$ cat src/rtl/seg_scan_ctrl_if.sv
// Digit-buffer write channel for seg_scan_ctrl.
//   wr_valid : write request (master -> slave)
//   wr_ready : write accepted when high together with wr_valid (slave -> master)
//   wr_addr  : digit index 0..5; 6 and 7 are rejected
//   wr_data  : hex nibble for the digit
//   wr_dp    : decimal point for the digit
//   wr_err   : one-cycle pulse after an accepted write to an invalid index
interface seg_scan_ctrl_if;
  logic       wr_valid;
  logic       wr_ready;
  logic [2:0] wr_addr;
  logic [3:0] wr_data;
  logic       wr_dp;
  logic       wr_err;

  modport master (
    output wr_valid, wr_addr, wr_data, wr_dp,
    input  wr_ready, wr_err
  );

  modport slave (
    input  wr_valid, wr_addr, wr_data, wr_dp,
    output wr_ready, wr_err
  );
endinterface

$ cat src/rtl/seg_scan_ctrl.sv
// Six-digit multiplexed seven-segment scan controller with PWM brightness.
// Each enabled digit is shown for 16 slots of SLOT_CYC cycles, lit only in
// slots 0..brightness, separated by BLANK_CYC cycles of full blanking.
//   clk        : sole clock
//   rst        : asynchronous active-high reset
//   wr         : digit-buffer write channel (slave side)
//   en_mask    : per-digit scan enable
//   brightness : lit slots minus one
//   SEG        : active-high segments, bit7 = dp, bits6..0 = g..a (registered)
//   DIG        : active-high one-hot digit select (registered)
//   frame_tick : one-cycle pulse when the scan wraps around (registered)
module seg_scan_ctrl #(
  parameter int unsigned SLOT_CYC  = 3125,
  parameter int unsigned BLANK_CYC = 500
) (
  input  logic                  clk,
  input  logic                  rst,
  seg_scan_ctrl_if.slave        wr,
  input  logic [5:0]            en_mask,
  input  logic [3:0]            brightness,
  output logic [7:0]            SEG,
  output logic [5:0]            DIG,
  output logic                  frame_tick
);

  localparam int unsigned CntMax = (SLOT_CYC > BLANK_CYC) ? SLOT_CYC : BLANK_CYC;
  localparam int unsigned CntW   = $clog2(CntMax + 1);

  localparam logic [0:0] StBlank = 1'b0;
  localparam logic [0:0] StShow  = 1'b1;

  logic [0:0]      state_q, state_d;
  logic [CntW-1:0] cnt_q, cnt_d;     // blanking cycles, or cycles within a slot
  logic [3:0]      slot_q, slot_d;
  logic [2:0]      idx_q, idx_d;
  logic [3:0]      bright_q, bright_d;
  logic [4:0]      buf_q [6];        // {dp, nibble}
  logic [5:0]      dig_q, dig_d;
  logic [7:0]      seg_q, seg_d;
  logic            ft_q, ft_d;
  logic            err_q, err_d;

  logic       wr_acc;
  logic [2:0] sel;
  logic       found;
  logic [3:0] cand;
  logic [4:0] sel_ent;

  function automatic logic [6:0] hex7(input logic [3:0] n);
    logic [6:0] p;
    unique case (n)
      4'h0: p = 7'h3F;
      4'h1: p = 7'h06;
      4'h2: p = 7'h5B;
      4'h3: p = 7'h4F;
      4'h4: p = 7'h66;
      4'h5: p = 7'h6D;
      4'h6: p = 7'h7D;
      4'h7: p = 7'h07;
      4'h8: p = 7'h7F;
      4'h9: p = 7'h6F;
      4'hA: p = 7'h77;
      4'hB: p = 7'h7C;
      4'hC: p = 7'h39;
      4'hD: p = 7'h5E;
      4'hE: p = 7'h79;
      4'hF: p = 7'h71;
    endcase
    return p;
  endfunction

  assign wr.wr_ready = (state_q == StBlank);
  assign wr_acc      = wr.wr_valid & wr.wr_ready;

  // First enabled digit after idx_q, wrapping; reaches idx_q itself last.
  always_comb begin
    sel   = idx_q;
    found = 1'b0;
    cand  = '0;
    for (int k = 1; k <= 6; k++) begin
      cand = {1'b0, idx_q} + 4'(k);
      if (cand >= 4'd6) cand = cand - 4'd6;
      if (!found && en_mask[cand[2:0]]) begin
        found = 1'b1;
        sel   = cand[2:0];
      end
    end
  end

  // Forward a same-edge write so the selected digit shows fresh data at once.
  assign sel_ent = (wr_acc && (wr.wr_addr == sel)) ? {wr.wr_dp, wr.wr_data} : buf_q[sel];

  always_comb begin
    state_d  = state_q;
    cnt_d    = cnt_q;
    slot_d   = slot_q;
    idx_d    = idx_q;
    bright_d = bright_q;
    dig_d    = '0;
    seg_d    = '0;
    ft_d     = 1'b0;
    err_d    = wr_acc && (wr.wr_addr > 3'd5);
    if (state_q == StBlank) begin
      if (cnt_q == CntW'(BLANK_CYC - 1)) begin
        cnt_d = '0;
        if (|en_mask) begin
          state_d  = StShow;
          slot_d   = '0;
          idx_d    = sel;
          bright_d = brightness;
          dig_d    = 6'b1 << sel;
          seg_d    = {sel_ent[4], hex7(sel_ent[3:0])};
          ft_d     = (sel <= idx_q);
        end
      end else begin
        cnt_d = cnt_q + CntW'(1);
      end
    end else begin
      if ((slot_q == 4'hF) && (cnt_q == CntW'(SLOT_CYC - 1))) begin
        state_d = StBlank;
        cnt_d   = '0;
      end else begin
        if (cnt_q == CntW'(SLOT_CYC - 1)) begin
          cnt_d  = '0;
          slot_d = slot_q + 4'd1;
        end else begin
          cnt_d = cnt_q + CntW'(1);
        end
        if (slot_d <= bright_q) begin
          dig_d = 6'b1 << idx_q;
          seg_d = {buf_q[idx_q][4], hex7(buf_q[idx_q][3:0])};
        end
      end
    end
  end

  always_ff @(posedge clk or posedge rst) begin
    if (rst) begin
      state_q  <= StBlank;
      cnt_q    <= '0;
      slot_q   <= '0;
      idx_q    <= 3'd5;
      bright_q <= '0;
      dig_q    <= '0;
      seg_q    <= '0;
      ft_q     <= 1'b0;
      err_q    <= 1'b0;
      for (int i = 0; i < 6; i++) buf_q[i] <= '0;
    end else begin
      state_q  <= state_d;
      cnt_q    <= cnt_d;
      slot_q   <= slot_d;
      idx_q    <= idx_d;
      bright_q <= bright_d;
      dig_q    <= dig_d;
      seg_q    <= seg_d;
      ft_q     <= ft_d;
      err_q    <= err_d;
      if (wr_acc && (wr.wr_addr <= 3'd5)) buf_q[wr.wr_addr] <= {wr.wr_dp, wr.wr_data};
    end
  end

  assign DIG        = dig_q;
  assign SEG        = seg_q;
  assign frame_tick = ft_q;
  assign wr.wr_err  = err_q;

endmodule

$ cat src/flat_wrapper.sv
// flat-port wrapper written by rule: the top's interface ports become plain ports
module seg_scan_ctrl_flat 
#(
  parameter int unsigned SLOT_CYC  = 3125,
  parameter int unsigned BLANK_CYC = 500
)
  (clk, rst, en_mask, brightness, SEG, DIG, frame_tick, wr_wr_valid, wr_wr_addr, wr_wr_data, wr_wr_dp, wr_wr_ready, wr_wr_err);
  seg_scan_ctrl_if wr_i ();
  input  logic clk;
  input  logic rst;
  input  logic [5:0] en_mask;
  input  logic [3:0] brightness;
  output logic [7:0] SEG;
  output logic [5:0] DIG;
  output logic frame_tick;
  input wire logic [$bits(wr_i.wr_valid)-1:0] wr_wr_valid;
  input wire logic [$bits(wr_i.wr_addr)-1:0] wr_wr_addr;
  input wire logic [$bits(wr_i.wr_data)-1:0] wr_wr_data;
  input wire logic [$bits(wr_i.wr_dp)-1:0] wr_wr_dp;
  output wire logic [$bits(wr_i.wr_ready)-1:0] wr_wr_ready;
  output wire logic [$bits(wr_i.wr_err)-1:0] wr_wr_err;
  assign wr_i.wr_valid = wr_wr_valid;
  assign wr_i.wr_addr = wr_wr_addr;
  assign wr_i.wr_data = wr_wr_data;
  assign wr_i.wr_dp = wr_wr_dp;
  assign wr_wr_ready = wr_i.wr_ready;
  assign wr_wr_err = wr_i.wr_err;
  seg_scan_ctrl #(.SLOT_CYC(SLOT_CYC), .BLANK_CYC(BLANK_CYC)) u_core (.clk(clk), .rst(rst), .wr(wr_i), .en_mask(en_mask), .brightness(brightness), .SEG(SEG), .DIG(DIG), .frame_tick(frame_tick));
endmodule
$ cat config.mk
export PLATFORM = sky130hd
export DESIGN_NAME = seg_scan_ctrl_flat
export DESIGN_NICKNAME = d
export VERILOG_FILES = /design/src/rtl/seg_scan_ctrl_if.sv /design/src/rtl/seg_scan_ctrl.sv /design/src/flat_wrapper.sv
export SDC_FILE = /design/constraint.sdc
export NUM_CORES = 1
export LEC_CHECK = 0
export BUFFER_PORTS_ARGS = -buffer_cell sky130_fd_sc_hd__buf_2
export CORE_AREA = 2 2 75 148
export DETAILED_ROUTE_END_ITERATION = 8
export DIE_AREA = 0 0 77 150
export PLACE_DENSITY = 0.7
export SETUP_SLACK_MARGIN = 0.3
export SLEW_MARGIN = 10
export SYNTH_ARGS = -nofsm -noshare
export SYNTH_HDL_FRONTEND = slang
export SYNTH_SLANG_ARGS = --single-unit
export TNS_END_PERCENT = 20
$ cat constraint.sdc
create_clock -name clk -period 6.57 [get_ports clk]
set_clock_uncertainty 0.1 [all_clocks]
set_input_delay 0.3285 -clock clk [delete_from_list [all_inputs] [get_ports clk]]
set_output_delay 0.3285 -clock clk [all_outputs]
set_load 0.02 [all_outputs]
Word level (Yosys, flattened, before mapping):

Memories as Yosys holds them, arrays and structs flattened.
Index checks and enable logic that the tools add are counted.

* multiplexer cells: 67
* eq/ne operators: 5
* reductions and logical operators: 20
* add/subtract/negate cells: 14
* bitwise logic cells: 5
* order comparisons: 20
* shifts and indexed selects: 2

Operator list (number)
* two-way mux 12 bit: 4
* two-way mux 8 bit: 5
* two-way mux 3 bit: 12
* binary-select mux 5 bit (select 3 bit): 2
* bitwise mux 30 bit: 1
* two-way mux 5 bit: 6
* two-way mux 6 bit: 5
* two-way mux 4 bit: 7
* greater-or-equal comparator 4 x 3 -> 1 bit, second input constant: 6
* less-than comparator 3 x 4 -> 1 bit, second input constant: 6
* binary-select mux 1 bit (select 3 bit): 6
* two-way mux 1 bit: 18
* subtractor 3 bit, second input constant: 6
* demux 5 bit (select 3 bit): 1
* adder 12 x 1 -> 12 bit, second input constant: 1
* adder 3 x 3 -> 4 bit, second input constant: 3
* equality test 12 bit, second input constant: 1
* equality test 12 x 9 -> 1 bit, second input constant: 1
* greater-or-equal comparator 4 bit, second input constant: 3
* NOT 3 -> 4 bit: 3
* << shifter 1 x 3 -> 6 bit, first input constant: 2
* logical AND 1 bit: 10
* adder 3 x 2 -> 4 bit, second input constant: 2
* AND reduction 3 bit: 2
* 15 further kinds: 20

* register bits: 70
* ROM bits: 224
* output and inout bits: 17
* logic and storage cells: 150
* memories: 2
* bits of input ports: 21

Memory list
* (name not given): words 16, width 7, read ports 1, clocked after memory_dff 0, write ports 0, RTL line seg_scan_ctrl.sv:51 `unique case (n)`
* (name not given): words 16, width 7, read ports 1, clocked after memory_dff 0, write ports 0, RTL line seg_scan_ctrl.sv:51

Depth between registers and ports, before layout:

An unclocked memory read counts as a cell.

* depth after elaboration: 30
* gate-level depth with buffers: 24
* depth with buffers taken out: 19

Worst setup path after synthesis:

No wires, ideal clock.

* path kind: register to register
* start point: reg u_core.idx_q[2]
* end point: reg u_core.seg_q[5] (netlist: u_core.SEG[5])
* buffers on the path: 2
* library setup time: 0.066 ns
* data arrival time: 5.199 ns
* clock period less this slack: 5.365 ns
* data required time: 6.404 ns
* setup slack: 1.205 ns
* stages on the path, launching flop included: 19
* cells stage by stage: dfstp_2 > clkbuf_1 > inv_1 > ha_1 > buf_2 > mux2_4 > a22oi_2 > and2_1 > o211ai_1 > or2_4 > o32a_1 > or3_4 > a211o_4 > a21oi_1 > inv_1 > ha_1 > mux2_1 > a211o_1 > nand2_1

* longest elaborated chain between the ends: 30
* elaborated cells between the ends (all ways): 75
* classes of those cells: add/sub: 12; order compare: 6; eq/ne: 1; mux: 41; bitwise: 2; reduce/logical: 11; memory: 2

RTL lines
* from (decl): RTL line seg_scan_ctrl.sv:35 `logic [2:0] idx_q, idx_d;`
* from (signal assigned): RTL line seg_scan_ctrl.sv:153 `idx_q <= idx_d;`
* adder 3 x 1 -> 4 bit: RTL line seg_scan_ctrl.sv:81 `cand = {1'b0, idx_q} + 4'(k);`
* greater-or-equal comparator 4 x 3 -> 1 bit / subtractor 3 bit (equally long branches): RTL line seg_scan_ctrl.sv:82 `if (cand >= 4'd6) cand = cand - 4'd6;`
* two-way mux 3 bit: RTL line seg_scan_ctrl.sv:82
* binary-select mux 1 bit (select 3 bit): RTL line seg_scan_ctrl.sv:83 `if (!found && en_mask[cand[2:0]]) begin`
* two-way mux 1 bit (not written as such): RTL line seg_scan_ctrl.sv:83
* two-way mux 1 bit: RTL line seg_scan_ctrl.sv:83
* logical NOT 1 bit: RTL line seg_scan_ctrl.sv:83
* logical AND 1 bit: RTL line seg_scan_ctrl.sv:83
* [14 not listed]
* binary-select mux 5 bit (select 3 bit): RTL line seg_scan_ctrl.sv:91 `assign sel_ent = (wr_acc && (wr.wr_addr == sel)) ? {wr.wr_dp, wr.wr_data} : buf_q[sel];`
* two-way mux 5 bit (not written as such) (2 in series): RTL line seg_scan_ctrl.sv:91
* two-way mux 5 bit: RTL line seg_scan_ctrl.sv:91
* memory read (16 x 7 bit)
* two-way mux 8 bit: RTL line seg_scan_ctrl.sv:106 `if (|en_mask) begin`
* two-way mux 8 bit: RTL line seg_scan_ctrl.sv:104 `if (cnt_q == CntW'(BLANK_CYC - 1)) begin`
* two-way mux 8 bit (*): RTL line seg_scan_ctrl.sv:103 `if (state_q == StBlank) begin`
* net u_core.seg_d[5]: RTL line seg_scan_ctrl.sv:39 `logic [7:0] seg_q, seg_d;`
* to (signal assigned): RTL line seg_scan_ctrl.sv:156 `seg_q <= seg_d;`
* to (decl): RTL line seg_scan_ctrl.sv:39

Mark *: on every way through the listed nets, which the timed path passes. The rest lies on a longest branch. The select of a mux whose other input is x is not followed.
A chain may end at the register's enable or synchronous reset.

Final worst setup path:

* start point: reg u_core.idx_q[0]
* end point: reg u_core.seg_q[5] (netlist: u_core.SEG[5])

The elaborated chain is that of the path after synthesis.

==> flow_summary_export.csv <==
group,metric,value,unit
final_layout,regArea,1750,µm²
sta,setup_viol,0,
cts,numCtsBuffers,9,
final_layout,final_common_cell,"dfrtp_1",
global_route,grt-busiest-layer,"met2",
floorplan,die_area,11600,µm²
synth,ys_seq_area_share,32.5,%
route,dr.pass1.iters,5,
sta,relSlewSlack,27.8,%
global_route,grt_pass1_vias,4795,
route,drtIter0Drc,245,
global_route,grt_use_met1,25.5,%
final_layout,multi_input_area,3430,µm²
cts,clock_sinks,70,
pwr,power,1.14,mW
cts,cts.path.max_buffers,2,
sta,maxSlewViolCount,0,
critical_path,cp_top_family,"compound AO/OA/AOI/OAI gates",
critical_path,cp-start-kind,"flip-flop",
sta,worst_pin_slew,1.08,ns
synth,synthArstFlopShare,100,%
floorplan,die_height,150,µm
floorplan,io_pins,38,
critical_path,cp-end-kind,"flip-flop",
critical_path,crit_arrival,6.10,ns
synth,syn_area,5400,µm²
critical_path,worstSetupPathType,"reg2reg",
hold_path,min_from,"brightness[0]",
hold_path,worstHoldPathCells,3,
sta,fin_crit,5.93,ns
floorplan,coreArea,10500,µm²
cts,cts_tree,"done",
cts,cts_setup_buffers,0,
route,wl_per_cell,20.1,µm
final_layout,area_growth,11.1,%
synth,synth_xor_area_share,3.24,%
floorplan,initial_utilization,51.5,%
global_route,gr-usage-met2,49.6,%
sta,final.setup.tns,0,ns
critical_path,slowest_delay,0.77,ns
global_route,use_met3,2.90,%
critical_path,cp_slowest_cell,"ha_1",
synth,synthMuxAreaShare,17.0,%
cts,cts-resized-gates,0,
synth,ys_ff_latch,70,
synth,postSynthAreaPerCell,9.63,µm²
global_route,grt_pass1_wl,23800,µm
pwr,p_leak,2.78,nW
pwr,ir_worst_vdd,0.000182,V
place,numPortBuffers,37,
cts,cts-root-buf,"clkbuf_16",
critical_path,reg2reg_setup_slack,0.64,ns
synth,ys_warn_count,0,
synth,synth_cells,561,
critical_path,reg2reg_depth,16,
synth,synth_enable_flop_cells,0,
final_layout,drive_gt1_share,22.5,%
global_route,grt_usage,26.5,%
run_status,status,"finished, final reports clean",
cts,clk_latency,0.34,ns
global_route,grt_max_degree,71,
critical_path,r2r_start,"u_core.idx_q[0]",
final_layout,fin_nets,653,
hold_path,hold_path_end,"u_core.bright_q[0]",
place,dp_hpwl,11300,µm
synth,synth_top_family_by_area,"simple AND/OR/NAND/NOR gates",
sta,finalCritPeriodShare,90.3,%
route,ant_nets,0,
sta,rsz0062_at_grt,"false",
critical_path,cp_max_fo,23,
pwr,p_per_area,191,nW/µm²
synth,synth-main-ff-cell,"dfrtp_1",
synth,ys_types,80,
route,routed_wl,14900,µm
hold_path,worstHoldPathType,"in2reg",
cts,ctsHtreeMaxLevel,3,
floorplan,rows,53,
cts,cts_hold_buf,0,
synth,synth_fp_nets,618,
floorplan,fp.dieW,77,µm
final_layout,diodes,0,
final_layout,layout_common_cells,"dfrtp_1 (68), nand2_1 (52), mux2_2 (41), nor2_1 (40), buf_2 (37)",
critical_path,crit_buf_inv,2,
critical_path,path_cells,"inv_1 > ha_1 > or2_2 > o21ai_0 > a31o_1 > o21ai_0 > mux2i_1 > o32a_1 > or3_4 > a211o_4 > a21oi_1 > inv_1 > ha_1 > mux2_1 > a211o_1 > nand2_1",
critical_path,worstPathRequired,6.74,ns
sta,hold_viol,0,
sta,fmax,168,MHz
global_route,grt-ovfl-total,0,
route,num_vias,4594,
job,cap_violations,0,
final_layout,fill_cells,971,
synth,synth-simple-area-share,18.1,%
route,remaining_drc_errors,0,
route,viasPerCell,6.22,
cts,cts.clk_slew.worst_paths,0.06,ns
synth,synth-compound-area-share,16.7,%
place,gp_congestion,0.929,
synth,synth_fa_ha_area_share,8.34,%
global_route,antenna_found_initial,0,
critical_path,reg2reg_to,"u_core.SEG[5]",
==> flip-flops by register name, summed over array words and instances (netlist names) <==
name,cells
u_core.wr.wr_err,1
u_core.frame_tick,1
u_core.bright_q,4
u_core.idx_q,3
u_core.cnt_q,12
u_core.SEG,8
u_core.slot_q,4
u_core.buf_q,30
u_core.DIG,6
u_core.state_q,1
==> power by group <==
part / switching, mW / internal (mW)
combinational: 0.142 / 0.0791
sequential: 0.00431 / 0.441
clock: 0.184 / 0.293
total: 0.330 / 0.813
==> how the worst max path moves through the flow <==
| stage | end | slack, ns | from | cells past startpoint |
|---|---|---|---|---|
| after global placement | u_core.SEG[5] | 0.72 | u_core.idx_q[0] | 16 |
| after global routing | u_core.SEG[5] | 0.31 | u_core.idx_q[0] | 16 |
| after CTS | u_core.SEG[5] | 0.65 | u_core.idx_q[0] | 16 |
| final | u_core.SEG[5] | 0.64 | u_core.idx_q[0] | 16 |
| after floorplan | u_core.SEG[5] | 1.21 | u_core.idx_q[2] | 18 |
| after detailed placement | u_core.SEG[5] | 0.70 | u_core.idx_q[0] | 16 |
==> layer usage <==
layer	vias to the layer above	routed length [µm]
met5	-	0
met4	0	1150
met3	72	519
met2	160	8040
met1	2228	5150
li1	2134	-
==> worst register-to-register path, delay by kind of cell, from the launching register on <==
kind                     cells  cell delay, ns
multiplexers                 2            0.54
adder cells (fa/ha/maj)      2            1.07
buffers and inverters        2            0.36
AO/OA/AOI/OAI                7            2.59
flip-flops                   1            0.53
AND/OR/NAND/NOR              3            0.71
==> area by class of cell <==
| type | instances | share of cell area, % |
|---|---|---|
| multi-input cells | 443 | 57.2 |
| flip-flops and latches | 70 | 29.2 |
| repair buffers | 46 | 4.21 |
| clock buffers | 10 | 3.82 |
| well taps | 137 | 2.86 |
| inverters | 26 | 1.63 |
| clock inverters | 6 | 1.04 |
==> synth_stat cells, types with 7 or more instances <==
cell | n | area (µm²)
dfrtp_1 | 68 | 1700
nand2_1 | 52 | 195
mux2_2 | 41 | 462
nor2_1 | 40 | 150
ha_1 | 36 | 450
inv_1 | 25 | 93.8
mux2i_1 | 25 | 250
o21ai_0 | 25 | 125
nand3_1 | 24 | 120
a21oi_1 | 17 | 85.1
nor3_1 | 16 | 80.1
xnor2_1 | 13 | 114
nor2b_1 | 9 | 56.3
clkbuf_1 | 8 | 30.0
mux4_2 | 7 | 158
nand2b_1 | 7 | 43.8
nand4_1 | 7 | 43.8
o211ai_1 | 7 | 52.6
xor2_1 | 7 | 61.3
==> logic make-up (layout without fill, tap and decap cells) <==
kind of cell / count (synthesis) / in the layout
multiplexers: 76 / 76
XOR/XNOR: 20 / 20
AND/OR/NAND/NOR: 195 / 195
buffers and inverters: 48 / 88
flip-flops: 70 / 70
AO/OA/AOI/OAI: 116 / 116
adder cells (fa/ha/maj): 36 / 36
==> metrics by stage <==
stage	worst slack, ns	utilization (%)	cells	cell area [µm²]	hold WS [ns]
final	0.635	57.2	738	6000	0.0890
after global routing	0.310	57.2	738	6000	0.105
after CTS	0.651	57.2	738	6000	0.0864
after detailed placement	0.701	54.5	722	5710	0.396
after global placement	0.719	54.5	722	5710	0.373
after floorplan	1.21	-	561	5400	0.341
No activity file was read; power rests on OpenSTA's default activity.
